## src/rtl/keypad_pkg.sv

```systemverilog
// keypad_pkg: shared key codes, entry FSM states and the seven-segment decoder.
package keypad_pkg;

    localparam logic [3:0] KEY_LOAD  = 4'hA;
    localparam logic [3:0] KEY_CLEAR = 4'hB;
    localparam logic [3:0] KEY_NONE  = 4'hF;

    typedef enum logic [0:0] {
        ST_IDLE       = 1'b0,
        ST_HAVE_DIGIT = 1'b1
    } kp_state_e;

    // Returns {g,f,e,d,c,b,a}, active-low.
    function automatic logic [6:0] seg7(input logic [3:0] n);
        case (n)
            4'h0: seg7 = 7'h40;
            4'h1: seg7 = 7'h79;
            4'h2: seg7 = 7'h24;
            4'h3: seg7 = 7'h30;
            4'h4: seg7 = 7'h19;
            4'h5: seg7 = 7'h12;
            4'h6: seg7 = 7'h02;
            4'h7: seg7 = 7'h78;
            4'h8: seg7 = 7'h00;
            4'h9: seg7 = 7'h10;
            4'hA: seg7 = 7'h08;
            4'hB: seg7 = 7'h03;
            4'hC: seg7 = 7'h46;
            4'hD: seg7 = 7'h21;
            4'hE: seg7 = 7'h06;
            default: seg7 = 7'h0E;
        endcase
    endfunction

endpackage

```

## src/rtl/keypad_if.sv

```systemverilog
// keypad_if: keypad rows/columns, direct test code and seven-segment display pins.
interface keypad_if;
    logic       A, B, C, D;
    logic       E, F, G;
    logic [3:0] test;
    logic       CA, CB, CC, CD, CE, CF, CG, DP;
    logic [3:0] AN;

    modport master (
        output A, B, C, D, CA, CB, CC, CD, CE, CF, CG, DP, AN,
        input  E, F, G, test
    );

    modport slave (
        input  A, B, C, D, CA, CB, CC, CD, CE, CF, CG, DP, AN,
        output E, F, G, test
    );
endinterface

```

## src/rtl/key_debounce.sv

```systemverilog
// key_debounce: accepts a key code after DEBOUNCE_CYCLES stable samples and pulses o_key_evt once per new press.
module key_debounce
    import keypad_pkg::*;
#(
    parameter int DEBOUNCE_CYCLES = 4
) (
    input  logic       clk,
    input  logic       rst,
    input  logic [3:0] i_raw,
    output logic [3:0] o_stable,
    output logic       o_key_evt
);

    localparam int CW = $clog2(DEBOUNCE_CYCLES + 1);
    localparam logic [CW-1:0] C_MAX = CW'(DEBOUNCE_CYCLES - 1);

    logic [3:0]    r_prev;
    logic [3:0]    r_last;
    logic [CW-1:0] r_cnt;
    logic          w_accept;

    assign w_accept = (i_raw == r_prev) && (r_cnt == C_MAX);

    always_ff @(posedge clk or posedge rst) begin
        if (rst) begin
            r_prev    <= KEY_NONE;
            r_cnt     <= '0;
        end else if (i_raw != r_prev) begin
            r_prev    <= i_raw;
            r_cnt     <= '0;
        end else if (r_cnt != C_MAX) begin
            r_cnt     <= r_cnt + 1'b1;
        end
    end

    // A stable NONE rewrites r_last, so re-pressing the same key fires again.
    always_ff @(posedge clk or posedge rst) begin
        if (rst) begin
            o_stable  <= KEY_NONE;
            r_last    <= KEY_NONE;
            o_key_evt <= 1'b0;
        end else begin
            o_key_evt <= w_accept && (i_raw != KEY_NONE) && (i_raw != r_last);
            if (w_accept) begin
                o_stable <= i_raw;
                r_last   <= i_raw;
            end
        end
    end

endmodule

```

## src/rtl/keypad_top.sv

```systemverilog
// keypad_top: 4x3 keypad scanner, debounced two-digit BCD entry FSM and 4-digit seven-segment mux.
// Define KEYPAD_SIM_KEY_EN to take key codes from kp.test instead of the scanner.
module keypad_top
    import keypad_pkg::*;
#(
    parameter int DEBOUNCE_CYCLES = 4,
    parameter int SCAN_DIV        = 1000,
    parameter int REFRESH_DIV     = 1000
) (
    input  logic     sys_clk,
    input  logic     sys_rst_n,
    keypad_if.master kp
);

    localparam int SW = $clog2(SCAN_DIV + 1);
    localparam int RW = $clog2(REFRESH_DIV + 1);
    localparam logic [SW-1:0] SCAN_MAX    = SW'(SCAN_DIV - 1);
    localparam logic [RW-1:0] REFRESH_MAX = RW'(REFRESH_DIV - 1);
    localparam logic [0:0] S_IDLE = ST_IDLE;
    localparam logic [0:0] S_HAVE = ST_HAVE_DIGIT;

    logic [1:0]    r_row;
    logic [SW-1:0] r_scan_cnt;
    logic [3:0]    r_raw;
    logic [0:0]    r_state;
    logic [3:0]    r_pend;
    logic [7:0]    r_value;
    logic [RW-1:0] r_ref_cnt;
    logic [1:0]    r_dig;

    logic [2:0]    w_hot;
    logic          w_any;
    logic          w_one;
    logic [1:0]    w_col;
    logic [3:0]    w_scan_code;
    logic [3:0]    w_raw_in;
    logic [3:0]    w_code;
    logic          w_evt;
    logic [3:0]    w_nib;
    logic          w_blank;
    logic [6:0]    w_seg;

    // Columns are active-low returns; anything other than exactly one low is "no key".
    assign w_hot = ~{kp.G, kp.F, kp.E};
    assign w_any = |w_hot;
    assign w_one = (w_hot == 3'b001) || (w_hot == 3'b010) || (w_hot == 3'b100);
    assign w_col = w_hot[2] ? 2'd2 : w_hot[1] ? 2'd1 : 2'd0;

    assign w_scan_code = !w_one        ? KEY_NONE :
                         r_row == 2'd3 ? (w_col == 2'd0 ? KEY_LOAD : w_col == 2'd1 ? 4'h0 : KEY_CLEAR) :
                         {2'b00, r_row} * 4'd3 + {2'b00, w_col} + 4'd1;

    assign {kp.D, kp.C, kp.B, kp.A} = ~(4'b0001 << r_row);

    always_ff @(posedge sys_clk or posedge sys_rst_n) begin
        if (sys_rst_n) begin
            r_row      <= '0;
            r_scan_cnt <= '0;
        end else if (!w_any) begin
            r_scan_cnt <= (r_scan_cnt == SCAN_MAX) ? '0 : r_scan_cnt + 1'b1;
            r_row      <= (r_scan_cnt == SCAN_MAX) ? r_row + 2'd1 : r_row;
        end
    end

`ifdef KEYPAD_SIM_KEY_EN
    assign w_raw_in = kp.test;
`else
    assign w_raw_in = w_scan_code;
`endif

    always_ff @(posedge sys_clk or posedge sys_rst_n) begin
        if (sys_rst_n) r_raw <= KEY_NONE;
        else           r_raw <= w_raw_in;
    end

    key_debounce #(.DEBOUNCE_CYCLES(DEBOUNCE_CYCLES)) u_debounce (
        .clk       (sys_clk),
        .rst       (sys_rst_n),
        .i_raw     (r_raw),
        .o_stable  (w_code),
        .o_key_evt (w_evt)
    );

    // Codes C, D and E fall through every branch and are ignored.
    always_ff @(posedge sys_clk or posedge sys_rst_n) begin
        if (sys_rst_n) begin
            r_state <= S_IDLE;
            r_pend  <= '0;
            r_value <= '0;
        end else if (w_evt) begin
            if (w_code <= 4'd9) begin
                r_pend  <= w_code;
                r_state <= S_HAVE;
            end else if (w_code == KEY_CLEAR) begin
                r_value <= '0;
                r_pend  <= '0;
                r_state <= S_IDLE;
            end else if (w_code == KEY_LOAD && r_state == S_HAVE) begin
                r_value <= {r_value[3:0], r_pend};
                r_pend  <= '0;
                r_state <= S_IDLE;
            end
        end
    end

    always_ff @(posedge sys_clk or posedge sys_rst_n) begin
        if (sys_rst_n) begin
            r_ref_cnt <= '0;
            r_dig     <= '0;
        end else begin
            r_ref_cnt <= (r_ref_cnt == REFRESH_MAX) ? '0 : r_ref_cnt + 1'b1;
            r_dig     <= (r_ref_cnt == REFRESH_MAX) ? r_dig + 2'd1 : r_dig;
        end
    end

    assign w_nib   = r_dig == 2'd0 ? r_value[3:0] : r_dig == 2'd1 ? r_value[7:4] : r_pend;
    assign w_blank = (r_dig == 2'd2) || (r_dig == 2'd3 && r_state == S_IDLE);
    assign w_seg   = w_blank ? 7'h7F : seg7(w_nib);

    assign {kp.CG, kp.CF, kp.CE, kp.CD, kp.CC, kp.CB, kp.CA} = w_seg;
    assign kp.DP = 1'b1;
    assign kp.AN = ~(4'b0001 << r_dig);

endmodule

```

## src/flat_wrapper.sv

```systemverilog
// flat-port wrapper written by rule: the top's interface ports become plain ports
module keypad_top_flat import keypad_pkg::*;
#(
    parameter int DEBOUNCE_CYCLES = 4,
    parameter int SCAN_DIV        = 1000,
    parameter int REFRESH_DIV     = 1000
)
  (sys_clk, sys_rst_n, kp_A, kp_B, kp_C, kp_D, kp_CA, kp_CB, kp_CC, kp_CD, kp_CE, kp_CF, kp_CG, kp_DP, kp_AN, kp_E, kp_F, kp_G, kp_test);
  keypad_if kp_i ();
  input  logic sys_clk;
  input  logic sys_rst_n;
  output wire logic [$bits(kp_i.A)-1:0] kp_A;
  output wire logic [$bits(kp_i.B)-1:0] kp_B;
  output wire logic [$bits(kp_i.C)-1:0] kp_C;
  output wire logic [$bits(kp_i.D)-1:0] kp_D;
  output wire logic [$bits(kp_i.CA)-1:0] kp_CA;
  output wire logic [$bits(kp_i.CB)-1:0] kp_CB;
  output wire logic [$bits(kp_i.CC)-1:0] kp_CC;
  output wire logic [$bits(kp_i.CD)-1:0] kp_CD;
  output wire logic [$bits(kp_i.CE)-1:0] kp_CE;
  output wire logic [$bits(kp_i.CF)-1:0] kp_CF;
  output wire logic [$bits(kp_i.CG)-1:0] kp_CG;
  output wire logic [$bits(kp_i.DP)-1:0] kp_DP;
  output wire logic [$bits(kp_i.AN)-1:0] kp_AN;
  input wire logic [$bits(kp_i.E)-1:0] kp_E;
  input wire logic [$bits(kp_i.F)-1:0] kp_F;
  input wire logic [$bits(kp_i.G)-1:0] kp_G;
  input wire logic [$bits(kp_i.test)-1:0] kp_test;
  assign kp_A = kp_i.A;
  assign kp_B = kp_i.B;
  assign kp_C = kp_i.C;
  assign kp_D = kp_i.D;
  assign kp_CA = kp_i.CA;
  assign kp_CB = kp_i.CB;
  assign kp_CC = kp_i.CC;
  assign kp_CD = kp_i.CD;
  assign kp_CE = kp_i.CE;
  assign kp_CF = kp_i.CF;
  assign kp_CG = kp_i.CG;
  assign kp_DP = kp_i.DP;
  assign kp_AN = kp_i.AN;
  assign kp_i.E = kp_E;
  assign kp_i.F = kp_F;
  assign kp_i.G = kp_G;
  assign kp_i.test = kp_test;
  keypad_top #(.DEBOUNCE_CYCLES(DEBOUNCE_CYCLES), .SCAN_DIV(SCAN_DIV), .REFRESH_DIV(REFRESH_DIV)) u_core (.sys_clk(sys_clk), .sys_rst_n(sys_rst_n), .kp(kp_i));
endmodule
```

## config.mk

```make
export PLATFORM = sky130hd
export DESIGN_NAME = keypad_top_flat
export DESIGN_NICKNAME = d
export VERILOG_FILES = /design/src/rtl/keypad_pkg.sv /design/src/rtl/keypad_if.sv /design/src/rtl/key_debounce.sv /design/src/rtl/keypad_top.sv /design/src/flat_wrapper.sv
export SDC_FILE = /design/constraint.sdc
export NUM_CORES = 1
export LEC_CHECK = 0
export ABC_AREA = 1
export CORE_ASPECT_RATIO = 0.75
export CORE_MARGIN = 5
export CORE_UTILIZATION = 50
export DETAILED_ROUTE_END_ITERATION = 7
export PLACE_DENSITY = 0.76
export SLEW_MARGIN = 20
export SYNTH_ARGS = -nofsm -noshare
export SYNTH_HDL_FRONTEND = slang
export SYNTH_SLANG_ARGS = --single-unit
export TNS_END_PERCENT = 20
```

## constraint.sdc

```tcl
create_clock -name sys_clk -period 6.8 [get_ports sys_clk]
set_input_delay 1.36 -clock sys_clk [delete_from_list [all_inputs] [get_ports sys_clk]]
set_output_delay 1.36 -clock sys_clk [all_outputs]
set_load 0.02 [all_outputs]
```

==> results.py, run 1 <==
metrics = {
    "place": {
        "place_hpwl_mm": 4.07,
        "post_dp_cell_area_um2": 3350,
        "io_buffers": 19,
        "place.gp.congestion": 0.831,
    },
    "timing": {
        "fin_tns_setup_ns": 0,
        "final-hold-violation-count": 0,
        "post-route-period-util_pct": 63.9,
        "min_period_ns": 4.35,
        "setup_viol": 0,
        "drv_slew": 0,
        "fmax_mhz": 230,
        "rsz0062_at_grt": "no",
        "worstMarginPinSlew_ns": 0.651,
        "fin_skew_ns": 0.0112,
        "slew_headroom_pct": 56.6,
    },
    "pwr": {
        "intPower_w": 0.000457,
        "leakagePower_nw": 1.79,
        "powerDensity_nw_per_um2": 184,
        "total_power_w": 0.000633,
        "p_sw_share_pct": 27.8,
        "p_comb_share_pct": 12.9,
        "clkPwrFrac_pct": 29.0,
        "p_switching_w": 0.000176,
        "p_seq_share_pct": 58.1,
        "irDropWorstVdd_mv": 0.110,
    },
    "route": {
        "viasPerCell": 5.14,
        "drcViolationCount": 0,
        "met2_length_mm": 2.44,
        "wire_per_inst_um": 11.2,
        "wl_met3_um": 198,
        "firstDrtPassIters": 4,
        "drt_iter0_drc": 92,
        "wl_mm": 5.46,
        "highest_layer": "met4",
        "antenna_left": 0,
        "via_count": 2502,
        "wl_met1_mm": 2.76,
    },
    "layout": {
        "fin_nets": 440,
        "seqCellArea_um2": 1340,
        "layout_common_cells": "nand2_1 (96), inv_1 (52), dfrtp_1 (41)",
        "stdcell_area_um2": 3440,
        "multi_input_area_um2": 1500,
        "final_core_util_pct": 58.2,
        "fill_cells": 536,
        "drive_above_1_share_pct": 7.58,
        "antennaDiodeCount": 0,
        "final_common_cell": "nand2_1",
        "area_growth_pct": 11.0,
    },
    "cts": {
        "htreeDepth": 2,
        "cts.repair.resized": 0,
        "postCtsSetupBuffers": 0,
        "numCtsBuffers": 5,
        "cts_hold_buf": 0,
        "clk_latency_ns": 0.31,
        "cts_tree": "done",
        "clockBufferDepth": 2,
        "cts.sinks": 53,
        "clkTransAtPathRegs_ns": 0.09,
        "cts-root-buf": "clkbuf_8",
    },
    "grt": {
        "grt_overflow": 0,
        "grt_start_max_net_pins": 54,
        "antenna_found_initial": 0,
        "grt_use_total_pct": 14.9,
        "grt_pass1_wl_mm": 9.88,
        "first_global_vias": 2307,
    },
    "floorplan": {
        "rows": 24,
        "ios": 25,
        "die_w_um": 101,
        "dieArea_um2": 7900,
        "die_y_um": 78.2,
        "start_util_pct": 52.5,
        "coreArea_um2": 5920,
    },
    "yosys": {
        "ys_warn_count": 0,
        "synth_area_leaders": "dfrtp_1 (33%), nand2_1 (12%), dfstp_2 (10%)",
        "synth.distinct_cells": 31,
        "syn_inst": 390,
        "syn_area_per_cell_um2": 7.96,
        "yosys_most_used_dff": "dfrtp_1",
        "synth_top_area_cell": "dfrtp_1",
        "synth_top_area_share_pct": 33.1,
        "async_flop_share_pct": 100,
        "synth_edf_count": 0,
        "seq_area_frac_synth_pct": 43.2,
        "syn_nets": 422,
        "ys_seq_elements": 53,
        "synthesis.area_um2": 3100,
    },
    "worst_setup_path": {
        "arrival_ns": 2.99,
        "cp_max_fo": 8,
        "crit_path_end_kind": "output port",
        "cpPeakStageDelay_ns": 0.56,
        "critPathLaunchType": "flop",
        "crit_type": "flop to output port",
        "required_ns": 5.44,
        "slowest_stage": "clkdlybuf4s50_1",
        "crit_chain": "inv_1, ha_1, inv_2, o21ai_0, inv_1, ha_1, nand3_1, nand2_1, nand2_1, nand3_1, clkdlybuf4s50_1",
    },
    "run": {
        "maxCapViolCount": 0,
    },
    "status": {
        "outcome": "completed",
    },
    "hold_path": {
        "hp-class": "flop to flop",
    },
}
==> power by group through the flow <==
stage	clock network [W]	logic (W)	registers, W
6_report	0.000184	0.0000815	0.000368
5_1_grt	0.000203	0.0000969	0.000372
4_1_cts	0.000193	0.0000823	0.000368
3_5_place_dp	0	0.0000827	0.000373
3_3_place_gp	0	0.0000792	0.000373
2_1_floorplan	0	0.0000678	0.000367
==> cell families (layout without fill, tap and decap cells) <==
logic type                 count (synthesis)  in the layout  synth area share, %
DFF                                       53             53                 43.2
muxes                                      1              1                0.323
AOI/OAI and AO/OA                         34             34                 5.77
and+or+nand+nor                          199            199                 28.5
other                                      1              1                0.121
buffers and inverters                     65             84                 8.31
adders and majority gates                 23             23                 9.76
xor gates and xnor gates                  14             14                 3.95
==> path summary, 6_finish.rpt <==
check / start / cells after the start / end / slack, ns
max in group asynchronous: sys_rst_n / 3 / u_core.r_row[1] / 4.82
min in group asynchronous: sys_rst_n / 3 / u_core.r_value[3] / 1.53
worst min-delay path: u_core.r_raw[1] / 0 / u_core.u_debounce.r_prev[1] / 0.41
worst max register to register: u_core.r_row[0] / 6 / u_core.r_raw[2] / 4.93
worst max-delay path: u_core.r_dig[0] / 11 / kp_CD / 2.45
worst min register to register: u_core.r_raw[1] / 0 / u_core.u_debounce.r_prev[1] / 0.41
==> cell usage after synthesis, types with 2 or more instances <==
| cell type | count |
|---|---|
| nand3_1 | 40 |
| xor2_1 | 10 |
| o21ai_0 | 16 |
| dfstp_2 | 12 |
| dfrtp_1 | 41 |
| inv_1 | 53 |
| xnor2_1 | 4 |
| ha_1 | 21 |
| nor2_1 | 33 |
| nor3_1 | 8 |
| clkbuf_1 | 5 |
| buf_2 | 2 |
| nand2_1 | 96 |
| nand3b_1 | 3 |
| a21oi_1 | 15 |
| nand4_1 | 10 |
| nand3_2 | 3 |
| inv_2 | 3 |
| fa_1 | 2 |
| nor2_2 | 2 |
==> state kept, by name, indices dropped and copies added (netlist names) <==
register and cells:
u_core.u_debounce.r_cnt 3, u_core.r_raw 4, u_core.u_debounce.r_last 4, u_core.r_state 1, u_core.r_row 2, u_core.u_debounce.o_key_evt 1, u_core.r_ref_cnt 10, u_core.r_value 8
u_core.r_dig 2, u_core.r_scan_cnt 10, u_core.u_debounce.r_prev 4, u_core.r_pend 4
==> per-stage QoR <==
step / hold WS [ns] / worst slack (ns) / std cells
after global placement: 0.395 / 2.83 / 479
after CTS: 0.409 / 2.43 / 487
after global routing: 0.417 / 2.16 / 487
final: 0.408 / 2.45 / 487
after floorplan: 0.431 / 3.47 / 390
after detailed placement: 0.395 / 2.78 / 479
==> final cells by class <==
class,count,area share (%)
tap,78,2.83
timing repair buffer,20,5.74
inverter,56,6.10
clock inverter,1,0.182
sequential,53,39.0
multi-input combinational,272,43.7
clock buffer,7,2.51
==> per-layer routing <==
layer / GRT usage, % / vias up
met5: 0 / -
met4: 4.52 / 0
met3: 2.92 / 7
met2: 23.3 / 33
met1: 21.1 / 1184
li1: - / 1278
==> worst max-delay path, delay by kind of cell (launching register included) <==
| kind | cells | cell delay (ns) |
|---|---|---|
| buffers and inverters | 4 | 0.96 |
| AO/OA/AOI/OAI | 1 | 0.51 |
| adder cells (fa/ha/maj) | 2 | 0.47 |
| flip-flops | 1 | 0.41 |
| AND/OR/NAND/NOR | 4 | 0.35 |
(Power assumes the default switching activity.)
==> run 2, diff against run 1 <==
- PLACE_DENSITY: 0.76 -> 0.79
- clock period: 6.8 -> 3.6 ns (I/O delays scaled with it)
==> results.py, run 2 (synthesis results as in run 1) <==
metrics = {
    "layout": {
        "final_common_cell": "nand2_1",
        "top_regs": "u_core.r_ref_cnt x10, u_core.r_scan_cnt x10, u_core.r_value x8",
        "area_growth_pct": 12.3,
        "drive_above_1_share_pct": 8.54,
        "fin_nets": 441,
        "stdcell_area_um2": 3480,
        "final_core_util_pct": 58.9,
        "layout_common_cells": "nand2_1 (95), inv_1 (52), dfrtp_1 (41)",
        "fill_cells": 512,
        "antennaDiodeCount": 0,
    },
    "floorplan": {
        "rows": 24,
        "start_util_pct": 52.5,
        "coreArea_um2": 5920,
        "ios": 25,
        "dieArea_um2": 7900,
        "die_w_um": 101,
        "die_y_um": 78.2,
    },
    "cts": {
        "cts_tree": "done",
        "cts.repair.resized": 2,
        "cts_hold_buf": 0,
        "postCtsSetupBuffers": 0,
        "clockBufferDepth": 2,
        "clk_latency_ns": 0.31,
        "cts-root-buf": "clkbuf_8",
        "numCtsBuffers": 5,
        "clkTransAtPathRegs_ns": 0.10,
        "cts.sinks": 53,
        "htreeDepth": 2,
    },
    "grt": {
        "first_global_vias": 2283,
        "grt_use_total_pct": 15.5,
        "grt_start_max_net_pins": 29,
        "antenna_found_initial": 0,
        "grt_pass1_wl_mm": 10.1,
        "grt.met1_usage_pct": 21.5,
        "use_met3_pct": 4.25,
        "grt-busiest-layer": "met2",
        "use_met2_pct": 24.8,
        "grt_overflow": 0,
    },
    "hold_path": {
        "hp-class": "flop to flop",
    },
    "route": {
        "drt_iter0_drc": 107,
        "antenna_left": 0,
        "wire_per_inst_um": 11.8,
        "firstDrtPassIters": 4,
        "drcViolationCount": 0,
        "wl_mm": 5.75,
        "viasPerCell": 5.11,
        "via_count": 2495,
    },
    "worst_setup_path": {
        "crit_buf_inv": 4,
        "crit_chain": "inv_1, ha_2, inv_2, nand2_1, nand3_1, o21ai_2, inv_1, ha_1, nand3_1, nand3_1, nand3_1, clkdlybuf4s50_1",
        "cp_max_fo": 6,
        "required_ns": 2.88,
        "slowest_stage": "clkdlybuf4s50_1",
        "cp_top_family": "buffers and inverters",
        "crit_top_cell": "nand3_1",
        "crit_path_end_kind": "output port",
        "arrival_ns": 2.66,
        "critPathLaunchType": "flop",
        "crit_type": "flop to output port",
        "cpPeakStageDelay_ns": 0.60,
    },
    "place": {
        "post_dp_cell_area_um2": 3360,
        "place_hpwl_mm": 4.27,
        "io_buffers": 19,
        "place.gp.congestion": 0.841,
    },
    "pwr": {
        "total_power_w": 0.00124,
        "intPower_w": 0.000890,
        "leakagePower_nw": 1.85,
        "irDropWorstVdd_mv": 0.242,
        "powerDensity_nw_per_um2": 356,
        "p_switching_w": 0.000349,
        "p_comb_share_pct": 12.9,
        "p_sw_share_pct": 28.2,
        "p_seq_share_pct": 56.2,
        "clkPwrFrac_pct": 30.8,
    },
    "timing": {
        "final-hold-violation-count": 0,
        "rsz0062_at_grt": "no",
        "fin_tns_setup_ns": 0,
        "fin_skew_ns": 0.0117,
        "setup_viol": 0,
        "drv_slew": 0,
        "post-route-period-util_pct": 93.8,
        "min_period_ns": 3.38,
        "fmax_mhz": 296,
        "timing.hold.ws_ns": 0.411,
    },
    "status": {
        "outcome": "completed",
    },
    "run": {
        "maxCapViolCount": 0,
    },
}
-- run 2: final timing paths --
kind / end / start / slack, ns / cells after the start
setup / recovery: kp_CE / u_core.r_dig[1] / 0.22 / 12
hold / removal: u_core.u_debounce.r_prev[1] / u_core.r_raw[1] / 0.41 / 0
setup reg to reg: u_core.r_raw[2] / u_core.r_row[0] / 1.74 / 6
hold reg to reg: u_core.u_debounce.r_prev[1] / u_core.r_raw[1] / 0.41 / 0
max in group asynchronous: u_core.r_raw[0] / sys_rst_n / 2.52 / 3
min in group asynchronous: u_core.r_value[0] / sys_rst_n / 0.77 / 3
-- run 2: metal layers --
| metal | wire, um | share of wire, % |
|---|---|---|
| met1 | 2780 | 48 |
| met5 | 0 | 0 |
| met2 | 2660 | 46 |
| met4 | 44 | 0.77 |
| met3 | 261 | 4.5 |
-- run 2: layout make-up --
cell class,count,area (um^2),area share (%)
Clock inverter,1,8.76,0.251
Tap cell,78,97.6,2.80
Clock buffer,7,97.6,2.80
Sequential cell,53,1340,38.5
Inverter,56,210,6.03
Multi-Input combinational cell,272,1510,43.4
Timing Repair Buffer,21,215,6.18
-- run 2: power groups by stage --
| stage | Combinational (W) | Clock, W | Sequential (W) |
|---|---|---|---|
| finish | 0.000160 | 0.000382 | 0.000696 |
| global route | 0.000186 | 0.000418 | 0.000703 |
| CTS | 0.000161 | 0.000391 | 0.000695 |
| detailed placement | 0.000162 | 0 | 0.000705 |
| global placement | 0.000150 | 0 | 0.000705 |
| floorplan | 0.000128 | 0 | 0.000694 |
-- run 2: per-stage QoR --
step	setup WS [ns]	std cells
3_3_place_gp	0.246	480
6_report	0.224	488
3_5_place_dp	0.179	480
5_1_grt	0.0198	488
4_1_cts	0.132	488
2_1_floorplan	0.906	390
==> run 3, diff against run 2 <==
- CORE_MARGIN: 5 -> unset
==> results.py, run 3 (synthesis results as in run 1) <==
metrics = {
    "status": {
        "outcome": "completed",
    },
    "route": {
        "wire_per_inst_um": 11.1,
        "firstDrtPassIters": 4,
        "drt_iter0_drc": 125,
        "drcViolationCount": 0,
        "via_count": 2439,
        "viasPerCell": 5.01,
        "antenna_left": 0,
        "wl_mm": 5.43,
    },
    "hold_path": {
        "holdPathEnd": "u_core.u_debounce.r_prev[1]",
        "holdPathStages": 0,
        "hp-class": "flop to flop",
        "min-delay-start": "u_core.r_raw[1]",
    },
    "worst_setup_path": {
        "cp_max_fo": 6,
        "crit_type": "flop to output port",
        "arrival_ns": 2.66,
        "required_ns": 2.88,
        "slowest_stage": "clkdlybuf4s50_1",
        "reg2reg_slack_ns": 1.66,
        "r2r-end": "u_core.r_raw[2]",
        "critPathLaunchType": "flop",
        "crit_chain": "inv_1, ha_2, inv_2, nand2_1, nand3_1, nand2_1, inv_1, ha_1, inv_1, nand3_1, nand3_1, clkdlybuf4s50_1",
        "cpPeakStageDelay_ns": 0.60,
        "crit_path_end_kind": "output port",
        "crit_buf_inv": 5,
        "r2r_start": "u_core.r_row[0]",
        "cp_top_family": "buffers and inverters",
        "worst_r2r_path_depth": 6,
    },
    "grt": {
        "grt_use_total_pct": 19.0,
        "grt_start_max_net_pins": 51,
        "antenna_found_initial": 0,
        "grt_pass1_wl_mm": 9.92,
        "grt_overflow": 0,
        "first_global_vias": 2316,
    },
    "layout": {
        "top_regs": "u_core.r_ref_cnt x10, u_core.r_scan_cnt x10, u_core.r_value x8",
        "antennaDiodeCount": 0,
        "fin_nets": 440,
        "seqCellArea_um2": 1340,
        "multi_input_area_um2": 1510,
        "drive_above_1_share_pct": 8.07,
        "final_common_cell": "nand2_1",
        "area_growth_pct": 11.4,
        "fill_cells": 518,
        "stdcell_area_um2": 3460,
        "layout_common_cells": "nand2_1 (96), inv_1 (52), dfrtp_1 (41)",
    },
    "timing": {
        "rsz0062_at_grt": "no",
        "fin_tns_setup_ns": 0,
        "fmax_mhz": 296,
        "min_period_ns": 3.38,
        "worstMarginPinSlew_ns": 0.811,
        "final-hold-violation-count": 0,
        "slew_headroom_pct": 45.9,
        "post-route-period-util_pct": 93.8,
        "setup_viol": 0,
        "drv_slew": 0,
        "worst_slack_ns": 0.224,
        "fin_skew_ns": 0.0127,
    },
    "floorplan": {
        "coreArea_um2": 5890,
        "rows": 24,
        "ios": 25,
        "start_util_pct": 52.7,
        "die_w_um": 93.0,
        "die_y_um": 70.2,
        "dieArea_um2": 6530,
    },
    "cts": {
        "cts_tree": "done",
        "clockBufferDepth": 2,
        "postCtsSetupBuffers": 0,
        "clk_latency_ns": 0.31,
        "htreeDepth": 2,
        "cts-root-buf": "clkbuf_8",
        "cts_hold_buf": 0,
        "clkTransAtPathRegs_ns": 0.10,
        "numCtsBuffers": 5,
        "cts.sinks": 53,
    },
    "pwr": {
        "leakagePower_nw": 1.86,
        "powerDensity_nw_per_um2": 343,
        "irDropWorstVdd_mv": 0.226,
    },
    "place": {
        "post_dp_cell_area_um2": 3350,
        "place_hpwl_mm": 4.05,
        "place.gp.congestion": 0.847,
        "io_buffers": 19,
        "dpl_worst_slack_ns": 0.186,
    },
    "run": {
        "maxCapViolCount": 0,
    },
}
run 3: cell types whose count changed in the layout (fill, tap and decap cells not counted):
cell / previous run / this run
nand2_2: 1 / 0
clkbuf_16: 1 / 0
clkinv_2: 0 / 2
clkdlybuf4s50_1: 15 / 14
inv_2: 4 / 3
buf_4: 2 / 1
nand2_1: 95 / 96
clkinv_1: 0 / 1
dlymetal6s2s_1: 4 / 5
clkbuf_1: 1 / 0
run 3: power breakdown:
part           total [W]  internal, W  leakage (nW)  switching [W]
logic           0.000157    0.0000579          1.16      0.0000986
registers       0.000696     0.000649         0.654      0.0000468
clock network   0.000333     0.000135        0.0455       0.000198
run 3: cell type report:
cell class / count / share of cell area, %
multi-input cells: 272 / 43.7
flip-flops and latches: 53 / 38.8
inverters: 56 / 6.12
repair buffers: 20 / 6.08
well taps: 78 / 2.82
clock buffers: 5 / 1.99
clock inverters: 3 / 0.507
run 3: repair_timing:
| item | in CTS | in global routing |
|---|---|---|
| cloned | 0 | 0 |
| setup endpoints to repair | 6 | 6 |
| gates resized for setup | 2 | 6 |
run 3: worst max-delay path by stage:
stage	from	end	slack, ns	depth (start not counted)
floorplan	u_core.r_dig[0]	kp_CD	0.91	10
global placement	u_core.r_dig[0]	kp_CD	0.23	11
detailed placement	u_core.r_dig[0]	kp_CD	0.19	11
CTS	u_core.r_dig[1]	kp_CD	0.12	13
global route	u_core.r_dig[1]	kp_CC	0.04	12
finish	u_core.r_dig[1]	kp_CC	0.22	12
run 3: worst register-to-register path: stages, from the launching register on:
cell and delay [ns]:
dfrtp_1 0.45, fa_1 0.56, inv_1 0.07, fa_1 0.44, a21oi_1 0.18, o21ai_0 0.11
nand2_1 0.09
run 3: metrics by stage:
| stage | hold slack, ns | instances | total power [W] | utilization (%) |
|---|---|---|---|---|
| floorplan | 0.431 | 390 | 0.000822 | - |
| global placement | 0.394 | 479 | 0.000854 | 56.9 |
| detailed placement | 0.394 | 479 | 0.000862 | 56.9 |
| CTS | 0.410 | 487 | 0.00120 | 58.5 |
| global route | 0.418 | 487 | 0.00125 | 58.7 |
| finish | 0.410 | 487 | 0.00119 | 58.7 |
run 3: per-layer routing:
metal / global-route usage (%) / up-vias / routed length [um]
li1: - / 1274 / -
met1: 26.1 / 1117 / 2730
met2: 30.3 / 41 / 2430
met3: 3.27 / 7 / 185
met4: 6.32 / 0 / 74
met5: 0 / - / 0
